## src/rtl/multi_reg_sequencer_pkg.sv

```systemverilog
// Shared definitions for the PUSH/POP multi-register sequencer.
package general_defs;

    typedef enum logic [1:0] {
        IDLE,
        XFER,
        SP_UPD
    } seq_state_e;

    localparam logic [6:0] OP_PUSH = 7'b1011010;
    localparam logic [6:0] OP_POP  = 7'b1011110;

    localparam logic [3:0] SP_ADDR = 4'd13;
    localparam logic [3:0] LR_ADDR = 4'd14;
    localparam logic [3:0] PC_ADDR = 4'd15;

    function automatic logic [3:0] popcount9(input logic [8:0] m);
        logic [3:0] c;
        c = '0;
        for (int i = 0; i < 9; i++) begin
            c = c + {3'b000, m[i]};
        end
        return c;
    endfunction

endpackage

```

## src/rtl/multi_reg_sequencer_lowest_set_bit_encoder.sv

```systemverilog
// Priority encoder: index of the lowest set bit of a 9-bit register mask.
module lowest_set_bit_encoder (
    input  logic [8:0] mask_i,
    output logic [3:0] idx_o,
    output logic       found_o
);

    always_comb begin
        idx_o   = '0;
        found_o = 1'b0;
        for (int i = 8; i >= 0; i--) begin
            if (mask_i[i]) begin
                idx_o   = 4'(i);
                found_o = 1'b1;
            end
        end
    end

endmodule

```

## src/rtl/multi_reg_sequencer.sv

```systemverilog
// Expands Thumb PUSH/POP into one transfer micro-op per register
// followed by a single SP adjust micro-op.
module multi_reg_sequencer
    import general_defs::*;
#(
    parameter int WORD       = 32,
    parameter int ADDR_WIDTH = 4
) (
    input  logic                  clk_i,
    input  logic                  reset_i,
    input  logic [15:0]           instruction_i,
    input  logic                  is_valid_i,
    input  logic                  hold_i,
    input  logic                  flush_pipeline_i,
    output logic                  uop_valid_o,
    output logic [ADDR_WIDTH-1:0] reg_addr_o,
    output logic                  addr_from_ctrl_o,
    output logic [WORD-1:0]       accumulator_imm_o,
    output logic                  mem_write_en_o,
    output logic                  mem_read_en_o,
    output logic                  reg_write_en_o,
    output logic                  sp_update_o,
    output logic                  pc_write_o,
    output logic                  stall_pipeline_o,
    output logic                  busy_o
);

    seq_state_e state_q, state_d;
    logic [8:0] mask_q, mask_d;
    logic [3:0] idx_q, idx_d;
    logic [3:0] n_q, n_d;
    logic       pop_q, pop_d;

    logic       in_push, in_pop, accept;
    logic [8:0] in_mask;
    logic [3:0] in_n;

    logic       idle;
    logic       cur_pop;
    logic [8:0] cur_mask, next_mask;
    logic [3:0] cur_idx, cur_n;
    logic [3:0] enc_idx, xfer_reg;
    logic       enc_found;
    logic [WORD-1:0] off_bytes, n_bytes, xfer_imm;
    logic       do_xfer, do_sp;

    assign in_push = instruction_i[15:9] == OP_PUSH;
    assign in_pop  = instruction_i[15:9] == OP_POP;
    assign in_mask = instruction_i[8:0];
    assign in_n    = popcount9(in_mask);
    assign accept  = is_valid_i & (in_push | in_pop) & (in_n != 4'd0)
                   & ~hold_i & ~flush_pipeline_i & ~reset_i;

    assign idle     = state_q == IDLE;
    assign busy_o   = ~idle;

    // In IDLE the first transfer is taken straight from the instruction.
    assign cur_pop  = idle ? in_pop  : pop_q;
    assign cur_mask = idle ? in_mask : mask_q;
    assign cur_idx  = idle ? 4'd0    : idx_q;
    assign cur_n    = idle ? in_n    : n_q;

    lowest_set_bit_encoder u_enc (
        .mask_i  (cur_mask),
        .idx_o   (enc_idx),
        .found_o (enc_found)
    );

    assign next_mask = cur_mask & ~(9'd1 << enc_idx);
    assign xfer_reg  = (enc_idx == 4'd8) ? (cur_pop ? PC_ADDR : LR_ADDR)
                                         : enc_idx;
    assign off_bytes = WORD'({cur_idx, 2'b00});
    assign n_bytes   = WORD'({cur_n, 2'b00});
    assign xfer_imm  = cur_pop ? off_bytes : off_bytes - n_bytes;

    always_comb begin
        state_d = state_q;
        mask_d  = mask_q;
        idx_d   = idx_q;
        n_d     = n_q;
        pop_d   = pop_q;
        do_xfer = 1'b0;
        do_sp   = 1'b0;
        unique case (state_q)
            IDLE: begin
                if (accept) begin
                    do_xfer = 1'b1;
                    state_d = (in_n > 4'd1) ? XFER : SP_UPD;
                    mask_d  = next_mask;
                    idx_d   = 4'd1;
                    n_d     = in_n;
                    pop_d   = in_pop;
                end
            end
            XFER: begin
                do_xfer = enc_found;
                if (!hold_i) begin
                    mask_d = next_mask;
                    idx_d  = idx_q + 4'd1;
                    if (idx_q == n_q - 4'd1) state_d = SP_UPD;
                end
            end
            SP_UPD: begin
                do_sp = 1'b1;
                if (!hold_i) begin
                    state_d = IDLE;
                    mask_d  = '0;
                    idx_d   = '0;
                    n_d     = '0;
                end
            end
            default: state_d = IDLE;
        endcase
        if (flush_pipeline_i) begin
            do_xfer = 1'b0;
            do_sp   = 1'b0;
            state_d = IDLE;
            mask_d  = '0;
            idx_d   = '0;
            n_d     = '0;
        end
        if (reset_i) begin
            do_xfer = 1'b0;
            do_sp   = 1'b0;
        end
    end

    always_comb begin
        uop_valid_o       = do_xfer | do_sp;
        addr_from_ctrl_o  = do_xfer | do_sp;
        reg_addr_o        = '0;
        accumulator_imm_o = '0;
        if (do_sp) begin
            reg_addr_o        = ADDR_WIDTH'(SP_ADDR);
            accumulator_imm_o = pop_q ? n_bytes : -n_bytes;
        end else if (do_xfer) begin
            reg_addr_o        = ADDR_WIDTH'(xfer_reg);
            accumulator_imm_o = xfer_imm;
        end
        mem_write_en_o   = do_xfer & ~cur_pop;
        mem_read_en_o    = do_xfer & cur_pop;
        reg_write_en_o   = do_sp | (do_xfer & cur_pop);
        sp_update_o      = do_sp;
        pc_write_o       = do_xfer & cur_pop & (enc_idx == 4'd8);
        stall_pipeline_o = do_xfer
                         | (hold_i & busy_o & ~flush_pipeline_i & ~reset_i);
    end

    always_ff @(posedge clk_i or posedge reset_i) begin
        if (reset_i) begin
            state_q <= IDLE;
            mask_q  <= '0;
            idx_q   <= '0;
            n_q     <= '0;
            pop_q   <= 1'b0;
        end else begin
            state_q <= state_d;
            mask_q  <= mask_d;
            idx_q   <= idx_d;
            n_q     <= n_d;
            pop_q   <= pop_d;
        end
    end

endmodule
```

## config.mk

```make
export PLATFORM = sky130hd
export DESIGN_NAME = multi_reg_sequencer
export DESIGN_NICKNAME = d
export VERILOG_FILES = /design/src/rtl/multi_reg_sequencer_pkg.sv /design/src/rtl/multi_reg_sequencer_lowest_set_bit_encoder.sv /design/src/rtl/multi_reg_sequencer.sv
export SDC_FILE = /design/constraint.sdc
export NUM_CORES = 1
export LEC_CHECK = 0
export ABC_AREA = 1
export BUFFER_PORTS_ARGS = -buffer_cell sky130_fd_sc_hd__buf_2
export CORE_ASPECT_RATIO = 0.6
export CORE_MARGIN = 2
export CORE_UTILIZATION = 55
export CTS_CLUSTER_SIZE = 16
export DETAILED_ROUTE_END_ITERATION = 8
export GPL_TIMING_DRIVEN = 0
export PLACE_DENSITY = 0.82
export SYNTH_ARGS = -nofsm -noshare
export SYNTH_HDL_FRONTEND = slang
export SYNTH_HIERARCHICAL = 1
export SYNTH_SLANG_ARGS = --single-unit
```

## constraint.sdc

```tcl
create_clock -name clk_i -period 5.2 [get_ports clk_i]
set_input_delay 0.26 -clock clk_i [delete_from_list [all_inputs] [get_ports clk_i]]
set_output_delay 0.26 -clock clk_i [all_outputs]
set_load 0.02 [all_outputs]
```

======== After elaboration in Yosys (flattened, before gate mapping) ========
Index checks and enable logic that the tools add are counted.
operators by class
  add/subtract/negate cells ............... 12
  magnitude comparators ................... 1
  eq/ne operators ......................... 10
  shift-type cells ........................ 1
  multiplexer cells ....................... 57
  bitwise logic cells ..................... 22
  reductions and logical operators ........ 8
operator list
  kind                                              count
  2-to-1 mux 32 bit                                 4
  2-to-1 mux 4 bit                                  20
  2-to-1 mux 9 bit                                  5
  negation 6 -> 32 bit                              1
  case mux 9 bit (3 select lines)                   1
  adder 4 x 1 -> 4 bit                              5
  2-to-1 mux 1 bit                                  17
  equality test 7 bit (second input constant)       2
  2-to-1 mux 2 bit                                  6
  != test 3 bit (second input constant)             4
  case mux 4 bit (3 select lines)                   1
  bitwise AND 1 bit                                 11
  bitwise AND 9 bit                                 1
  inverter 9 bit                                    1
  << shifter 1 x 4 -> 9 bit (first input constant)  1
  case mux 4 bit (2 select lines)                   1
  AND reduction 4 bit                               2
  nonzero test 4 bit                                2
  subtractor 6 x 6 -> 7 bit                         1
  case mux 2 bit (3 select lines)                   1
  inverter 1 bit                                    5
  adder 3 x 1 -> 4 bit                              1
  adder 4 x 1 -> 4 bit (second input constant)      1
  equality test 4 bit                               1
  other kinds (13)                                  16
storage, ports and cells
  register bits after elaboration ......... 20
  bits of input ports ..................... 21
  output and inout port bits .............. 45
  logic and storage cells ................. 116

======== Depth between registers and ports, before layout ========
Gate-level depths: netlist (run 1).
  word-level depth ........................ 19
  mapped depth ............................ 20
  gate-level depth less buffers ........... 20

======== Hierarchy ========
The synthesis (run 1) kept the hierarchy.
modules (own cells, without submodules)
  module                  times used  cells an instance  area each (µm²)  seq. area each (µm²)
  multi_reg_sequencer     1           387                2,478.6          500.5
  lowest_set_bit_encoder  1           23                 121.4            0.0

======== Worst setup path before layout (run 1) ========
Ideal clock, no wire load.
  path type ............................... in2out
  start point ............................. input port instruction_i[0]
  end point ............................... output port accumulator_imm_o[10]
  data arrival time ....................... 4.180 ns
  required time ........................... 4.940 ns
  setup slack ............................. 0.760 ns
  stages .................................. 17
  path buffers ............................ 1
  cells stage by stage .................... fa_1 > inv_1 > fa_1 > fa_1 > fa_1 > inv_1 > fa_1 > nand2_1 > o21ai_0 > inv_1 > fa_1 > a21oi_1 > o21ai_0 > nor2_1 > nand4_1 > nand2_1 > buf_4
on the way
  cells in the longest elaborated chain, start to end .. 19
  elaborated cells on any way between the ends .. 26
  classes of those cells .................. add/sub (10); mux (11); bitwise (4); reduce/logical (1)
RTL lines
  element                            line                           text
  start, declared                    multi_reg_sequencer.sv:11      input logic [15:0] instruction_i,
  adder 1 x 1 -> 2 bit               multi_reg_sequencer_pkg.sv:21  c = c + {3'b000, m[i]};
  adder 2 x 1 -> 3 bit               multi_reg_sequencer_pkg.sv:21
  adder 3 x 1 -> 4 bit               multi_reg_sequencer_pkg.sv:21
  adder 4 x 1 -> 4 bit (5 in a row)  multi_reg_sequencer_pkg.sv:21
  nonzero test 4 bit                 multi_reg_sequencer.sv:51      assign accept = is_valid_i & (in_push | in_pop) & (in_n != 4'd0)
  bitwise AND 1 bit                  multi_reg_sequencer.sv:51
  bitwise AND 1 bit (3 in a row)     multi_reg_sequencer.sv:52      & ~hold_i & ~flush_pipeline_i & ~reset_i;
  2-to-1 mux 1 bit                   multi_reg_sequencer.sv:86      if (accept) begin
  case mux 1 bit (2 select lines)    multi_reg_sequencer.sv:84      unique case (state_q)
  2-to-1 mux 1 bit                   multi_reg_sequencer.sv:114     if (flush_pipeline_i) begin
  2-to-1 mux 1 bit                   multi_reg_sequencer.sv:122     if (reset_i) begin
  2-to-1 mux 32 bit                  multi_reg_sequencer.sv:136     end else if (do_xfer) begin
  2-to-1 mux 32 bit *                multi_reg_sequencer.sv:133     if (do_sp) begin
  end, declared                      multi_reg_sequencer.sv:18      output logic [WORD-1:0] accumulator_imm_o,
Mark *: on every way between the ends. The rest lies on a longest branch, timed or not.

======== Worst setup path in the final report (run 1) ========
  start point ............................. input port instruction_i[0]
  end point ............................... output port accumulator_imm_o[23]
The elaborated chain is that of the path after synthesis.

==> results of run 1 <==
==> routing by layer <==
layer / track usage, % / vias up / routed length, um
met5: 0 / - / 0
met4: 1.05 / 0 / 25
met3: 7.53 / 4 / 716
met2: 38.1 / 136 / 2890
met1: 48.7 / 1293 / 3900
li1: - / 1396 / -
==> per-stage QoR <==
stage	TNS, ns	utilization [%]	worst slack [ns]
after global routing	-0.560	67.3	-0.0450
after CTS	0	67.2	0.156
after floorplan	0	-	0.760
after global placement	0	65.7	0.254
final	0	67.3	0.203
after detailed placement	0	65.7	0.180
==> cell usage in the layout (no fill, tap or decap), types with 4 or more instances in the layout <==
cell type,Yosys,final
dfrtp_1,20,20
buf_4,30,30
buf_2,5,68
nor2_1,35,35
ha_1,13,13
o21ai_1,6,6
inv_1,59,59
a21oi_1,4,4
o21ai_2,5,5
nand3_1,19,19
fa_1,6,6
o21ai_0,26,26
nand4_1,18,18
nand2_1,128,127
xor2_1,4,4
==> worst min path at each step <==
stage,from,to,cells past startpoint
after global routing,reset_i,n_q[3],2
after detailed placement,reset_i,pop_q,2
after CTS,reset_i,n_q[2],2
final,reset_i,n_q[1],2
after floorplan,reset_i,idx_q[0],1
after global placement,mask_q[2],mask_q[2],2
==> sequential cells by signal, indices dropped and copies added (netlist names) <==
register  flops
state_q       2
pop_q         1
idx_q         4
mask_q        9
n_q           4
==> cells by family after synthesis <==
family	after synthesis	synth area share, %
and+or+nand+nor	219	38.0
DFF	20	19.2
other	1	0.144
xor gates and xnor gates	6	2.02
adders and majority gates	19	10.9
AOI/OAI and AO/OA	46	10.2
buffers and inverters	99	19.5
==> power groups by stage <==
stage          clock network, W  registers, W  logic [W]
2_1_floorplan                 0      0.000220   0.000806
3_3_place_gp                  0      0.000234    0.00103
3_5_place_dp                  0      0.000235    0.00106
4_1_cts                0.000160      0.000234    0.00106
5_1_grt                0.000167      0.000239    0.00121
6_report               0.000161      0.000236    0.00108
==> timing repair <==
item,4_1_cts,5_1_grt
hold buffers,0,0
endpoints found under the setup margin,0,19
gates resized for setup,0,1
==> cell type report <==
type | instances | area, um2
sequential | 20 | 500
tap | 63 | 78.8
multi-input combinational | 292 | 1600
clock inverter | 1 | 30.0
timing repair buffer | 63 | 315
inverter | 60 | 225
fill | 415 | 1490
buffer | 39 | 282
clock buffer | 3 | 41.3
==> impl_metrics.json, run 1 <==
{
  "status": "completed",
  "die_h_um": 57.3,
  "power.total_w": 0.00148,
  "worstRegToRegCells": 16,
  "fin_nets": 519,
  "drcViolationCount": 0,
  "crit_top_cell": "fa_1",
  "dp_hpwl_um": 6160,
  "cp.depth": 19,
  "io_pins": 66,
  "antennaDiodeCount": 0,
  "grt_pass1_wl_um": 12100,
  "cts_tree": "built",
  "cpLargestDelayFamily": "adder cells",
  "r2r-start": "state_q[0]",
  "cp-start-kind": "input pin",
  "vias_per_cell": 5.23,
  "antenna_found_initial": 0,
  "grt-ovfl-total": 0,
  "yosys_warnings": 6,
  "internal_power_w": 0.000683,
  "via_count": 2829,
  "fin_crit_ns": 5.00,
  "synthTopCellsByArea": "dfrtp_1 19%, nand2_1 18%, buf_4 8.7%, inv_1 8.5%, ha_1 6.3%",
  "wl_per_cell_um": 13.9,
  "setup_viol": 0,
  "cts_max_level": 1,
  "place.gp.congestion": 0.910,
  "area.growth.synth_to_final_pct": 18.1,
  "cp_slowest_cell": "fa_1",
  "grt_start_max_net_pins": 21,
  "tightest_slew_ns": 0.784,
  "cts_setup_buffers": 0,
  "insertion_delay_ns": 0.27,
  "synth-edff-count": 0,
  "relSlewSlack_pct": 47.7,
  "arrival_ns": 4.74,
  "final_area_mm2": 0.00307,
  "ys_seq_area_share_pct": 19.2,
  "synth_largest_area_cell": "dfrtp_1",
  "rows": 19,
  "p_per_area_mw_per_mm2": 482,
  "gr-usage-all-layers_pct": 28.9,
  "path_max_fanout": 7,
  "critPathCaptureType": "output port",
  "synth.top_cell.area_share_pct": 19.2,
  "drive_above_1_share_pct": 26.8,
  "crit_buf_inv": 6,
  "hold_ws_ns": 0.168,
  "reg2reg_slack_ns": 2.19,
  "drt_iter0_drc": 275,
  "max_freq_ghz": 0.200,
  "maxCapViolCount": 0,
  "worstReg2RegEnd": "mask_q[8]",
  "skew_ns": 0.00140,
  "placed_cell_area_mm2": 0.00300,
  "final_cells": 541,
  "cp.required_ns": 4.94,
  "critPathLaunch": "instruction_i[0]",
  "cts_buffer_depth": 2,
  "cts.clk_slew.worst_paths_ns": 0.08,
  "clkSinkCount": 20,
  "timing.final.crit_share_pct": 96.1,
  "initial_core_util_pct": 57.0,
  "min_path_type": "in -> async",
  "synth_common_cells": "128 x nand2_1, 59 x inv_1, 35 x nor2_1, 30 x buf_4, 26 x o21ai_0",
  "async_flop_share_pct": 100,
  "slowest_delay_ns": 0.56,
  "postRouteAntennaNets": 0,
  "seqPwrFrac_pct": 16.0,
  "rsz0062_at_grt": "true",
  "cp-endpoint": "accumulator_imm_o[23]",
  "yosysMostFrequentCell": "nand2_1",
  "worst-setup-path-type": "in -> out",
  "first_pass_iters": 5,
  "dieWidth_um": 92.8,
  "io_buffers": 63,
  "final_max_slew_viol_count": 0,
  "routed_wl_um": 7530,
  "comb_power_share_pct": 73.1,
  "grt_pass1_vias": 2444,
  "path_cells": "buf_2 > fa_1 > inv_1 > fa_1 > fa_1 > fa_1 > inv_1 > fa_1 > nand2_1 > o21ai_0 > inv_1 > fa_1 > a21oi_1 > o21ai_0 > nor2_1 > nand4_1 > nand2_1 > buf_4 > buf_2",
  "cts-buffers-inserted": 3,
  "vdd_drop_max_mv": 0.225,
  "syn_avg_cell_area_um2": 6.34,
  "core-area_mm2": 0.00456,
  "p_sw_share_pct": 53.8,
  "root_buffer": "clkbuf_8",
  "hold_violations": 0,
  "place_inst": 537,
  "die_area_mm2": 0.00531,
  "ys_seq_elements": 20,
  "clkPwrFrac_pct": 10.9,
  "synthFlopType": "dfrtp_1",
  "synth_area_mm2": 0.00260,
  "synth.distinct_cells": 39,
  "p_sw_w": 0.000796,
  "synthCells": 410,
  "leakage_nw": 1.85
}
Note: power is estimated with default switching activity, not from simulation.
==> run 2: changes to the inputs <==
--- a/config.mk
+++ b/config.mk
@@ -13,7 +13,7 @@
 export CTS_CLUSTER_SIZE = 16
 export DETAILED_ROUTE_END_ITERATION = 8
 export GPL_TIMING_DRIVEN = 0
-export PLACE_DENSITY = 0.82
+export PLACE_DENSITY = 0.92
 export SYNTH_ARGS = -nofsm -noshare
 export SYNTH_HDL_FRONTEND = slang
 export SYNTH_HIERARCHICAL = 1
==> run 2 against run 1 <==
Compared with the run above:
- cell count did not move
- power down 0.11%
- clock skew increased by 0.0052 ns
==> impl_metrics.json, run 2 (synthesis gave the netlist of run 1 again) <==
{
  "fin_util_pct": 67.3,
  "worstReg2RegEnd": "mask_q[8]",
  "internal_power_w": 0.000685,
  "skew_ns": 0.00657,
  "grt-ovfl-total": 0,
  "dieWidth_um": 92.8,
  "min_path_type": "in -> async",
  "finalSetupTns_ns": 0,
  "setup_viol": 0,
  "vdd_drop_max_mv": 0.252,
  "rsz0062_at_grt": "false",
  "p_sw_share_pct": 53.7,
  "first_pass_iters": 6,
  "grt_pass1_vias": 2505,
  "seqCellArea_um2": 500,
  "reg_top3": "mask_q x9, idx_q x4, n_q x4",
  "fill_cells": 416,
  "cts.clk_slew.worst_paths_ns": 0.09,
  "path_max_fanout": 13,
  "final_max_slew_viol_count": 0,
  "max_freq_ghz": 0.203,
  "p_sw_w": 0.000793,
  "cp-start-kind": "input pin",
  "largest_reg_flops": 9,
  "io_buffers": 63,
  "clkSinkCount": 20,
  "area.growth.synth_to_final_pct": 18.1,
  "initial_core_util_pct": 57.0,
  "root_buffer": "clkbuf_8",
  "cts_max_level": 1,
  "status": "completed",
  "cp_slowest_cell": "fa_1",
  "multiInputGateArea_mm2": 0.00160,
  "rows": 19,
  "timing.final.crit_share_pct": 95.0,
  "cts_hold_buf": 0,
  "grt_start_max_net_pins": 21,
  "hold_ws_ns": 0.187,
  "routed_wl_um": 7540,
  "slowest_delay_ns": 0.54,
  "timing.final.ws_setup_ns": 0.262,
  "p_per_area_mw_per_mm2": 481,
  "r2r-start": "state_q[1]",
  "postRouteAntennaNets": 0,
  "top_register": "mask_q",
  "cp.required_ns": 4.94,
  "reg2reg_slack_ns": 1.97,
  "cts_setup_buffers": 0,
  "drt_iter0_drc": 294,
  "final_common_cell": "nand2_1",
  "path_cells": "buf_2 > fa_1 > inv_1 > fa_1 > fa_1 > fa_1 > inv_1 > fa_1 > inv_1 > nand2_1 > nand2_1 > nand2_1 > o21ai_0 > ha_1 > a21oi_1 > o21ai_0 > nor2_1 > nand4_1 > nand2_2 > buf_4 > buf_2",
  "hold_violations": 0,
  "cts_buffer_depth": 2,
  "comb_power_share_pct": 73.2,
  "gr-usage-all-layers_pct": 28.8,
  "critPathCaptureType": "output port",
  "fin_nets": 519,
  "die_h_um": 57.3,
  "io_pins": 66,
  "worstRegToRegCells": 16,
  "grt_pass1_wl_um": 12200,
  "arrival_ns": 4.68,
  "dp_hpwl_um": 6130,
  "relSlewSlack_pct": 43.3,
  "drcViolationCount": 0,
  "crit_buf_inv": 6,
  "leakage_nw": 1.85,
  "cts-buffers-inserted": 3,
  "antennaDiodeCount": 0,
  "cpLargestDelayFamily": "adder cells",
  "mostFrequentLayoutCells": "127 x nand2_1, 68 x buf_2, 59 x inv_1",
  "via_count": 2883,
  "wl_per_cell_um": 13.9,
  "place.gp.congestion": 0.993,
  "fin_crit_ns": 4.94,
  "die_area_mm2": 0.00531,
  "maxCapViolCount": 0,
  "vias_per_cell": 5.33,
  "pre_cts_ws_ns": 0.231,
  "tightest_slew_ns": 0.850,
  "core-area_mm2": 0.00456,
  "worst-setup-path-type": "in -> out",
  "antenna_found_initial": 0,
  "cts_tree": "built",
  "clkPwrFrac_pct": 11.2,
  "insertion_delay_ns": 0.27,
  "crit_top_cell": "fa_1",
  "drive_above_1_share_pct": 26.8,
  "seqPwrFrac_pct": 15.7
}
==> run 2: worst reg2reg max path: cells and delay by family (launching register included) <==
| family | cells | cell delay (ns) |
|---|---|---|
| DFF | 1 | 0.41 |
| and+or+nand+nor | 8 | 1.67 |
| adders and majority gates | 1 | 0.21 |
| buffers and inverters | 6 | 0.74 |
| AOI/OAI and AO/OA | 1 | 0.10 |
==> run 2: area by class of cell <==
| type | instances | share of cell area, % |
|---|---|---|
| inverters | 60 | 7.33 |
| multi-input cells | 292 | 52.1 |
| repair buffers | 63 | 10.3 |
| clock inverters | 1 | 0.978 |
| clock buffers | 3 | 1.34 |
| plain buffers | 39 | 9.16 |
| flip-flops and latches | 20 | 16.3 |
| well taps | 63 | 2.57 |
==> run 2: power groups by stage <==
stage	Combinational, W	Sequential (W)	Clock [W]
2_1_floorplan	0.000806	0.000220	0
3_3_place_gp	0.00101	0.000230	0
3_5_place_dp	0.00105	0.000232	0
4_1_cts	0.00106	0.000229	0.000163
5_1_grt	0.00119	0.000236	0.000169
6_report	0.00108	0.000232	0.000165
==> run 2: worst max-delay path by stage <==
stage                     cells after the start  slack [ns]             start                     to
after detailed placement                     19        0.23  instruction_i[0]  accumulator_imm_o[18]
after global placement                       21        0.31  instruction_i[0]   accumulator_imm_o[8]
after global routing                         21      0.0007  instruction_i[0]  accumulator_imm_o[28]
after CTS                                    21        0.21  instruction_i[0]  accumulator_imm_o[18]
after floorplan                              17        0.76  instruction_i[0]  accumulator_imm_o[10]
final                                        21        0.26  instruction_i[0]  accumulator_imm_o[18]
==> run 2: timing repair <==
| action | in CTS | in global routing |
|---|---|---|
| setup endpoints to repair | 0 | 13 |
| hold endpoints to repair | 0 | 0 |
| gates resized for setup | 0 | 1 |
==> run 2: metal layers <==
layer	track usage [%]	wire length (um)	share of wire [%]
met5	0	0	0
met4	3.78	21	0.28
met3	5.94	891	12
met2	43.0	3210	43
met1	44.4	3420	45
==> run 2: through the flow <==
| step | cells | total power, W | area [um2] |
|---|---|---|---|
| CTS | 541 | 0.00145 | 3070 |
| floorplan | 411 | 0.00103 | 2600 |
| global placement | 537 | 0.00124 | 3000 |
| detailed placement | 537 | 0.00128 | 3000 |
| finish | 541 | 0.00148 | 3070 |
| global route | 541 | 0.00160 | 3070 |
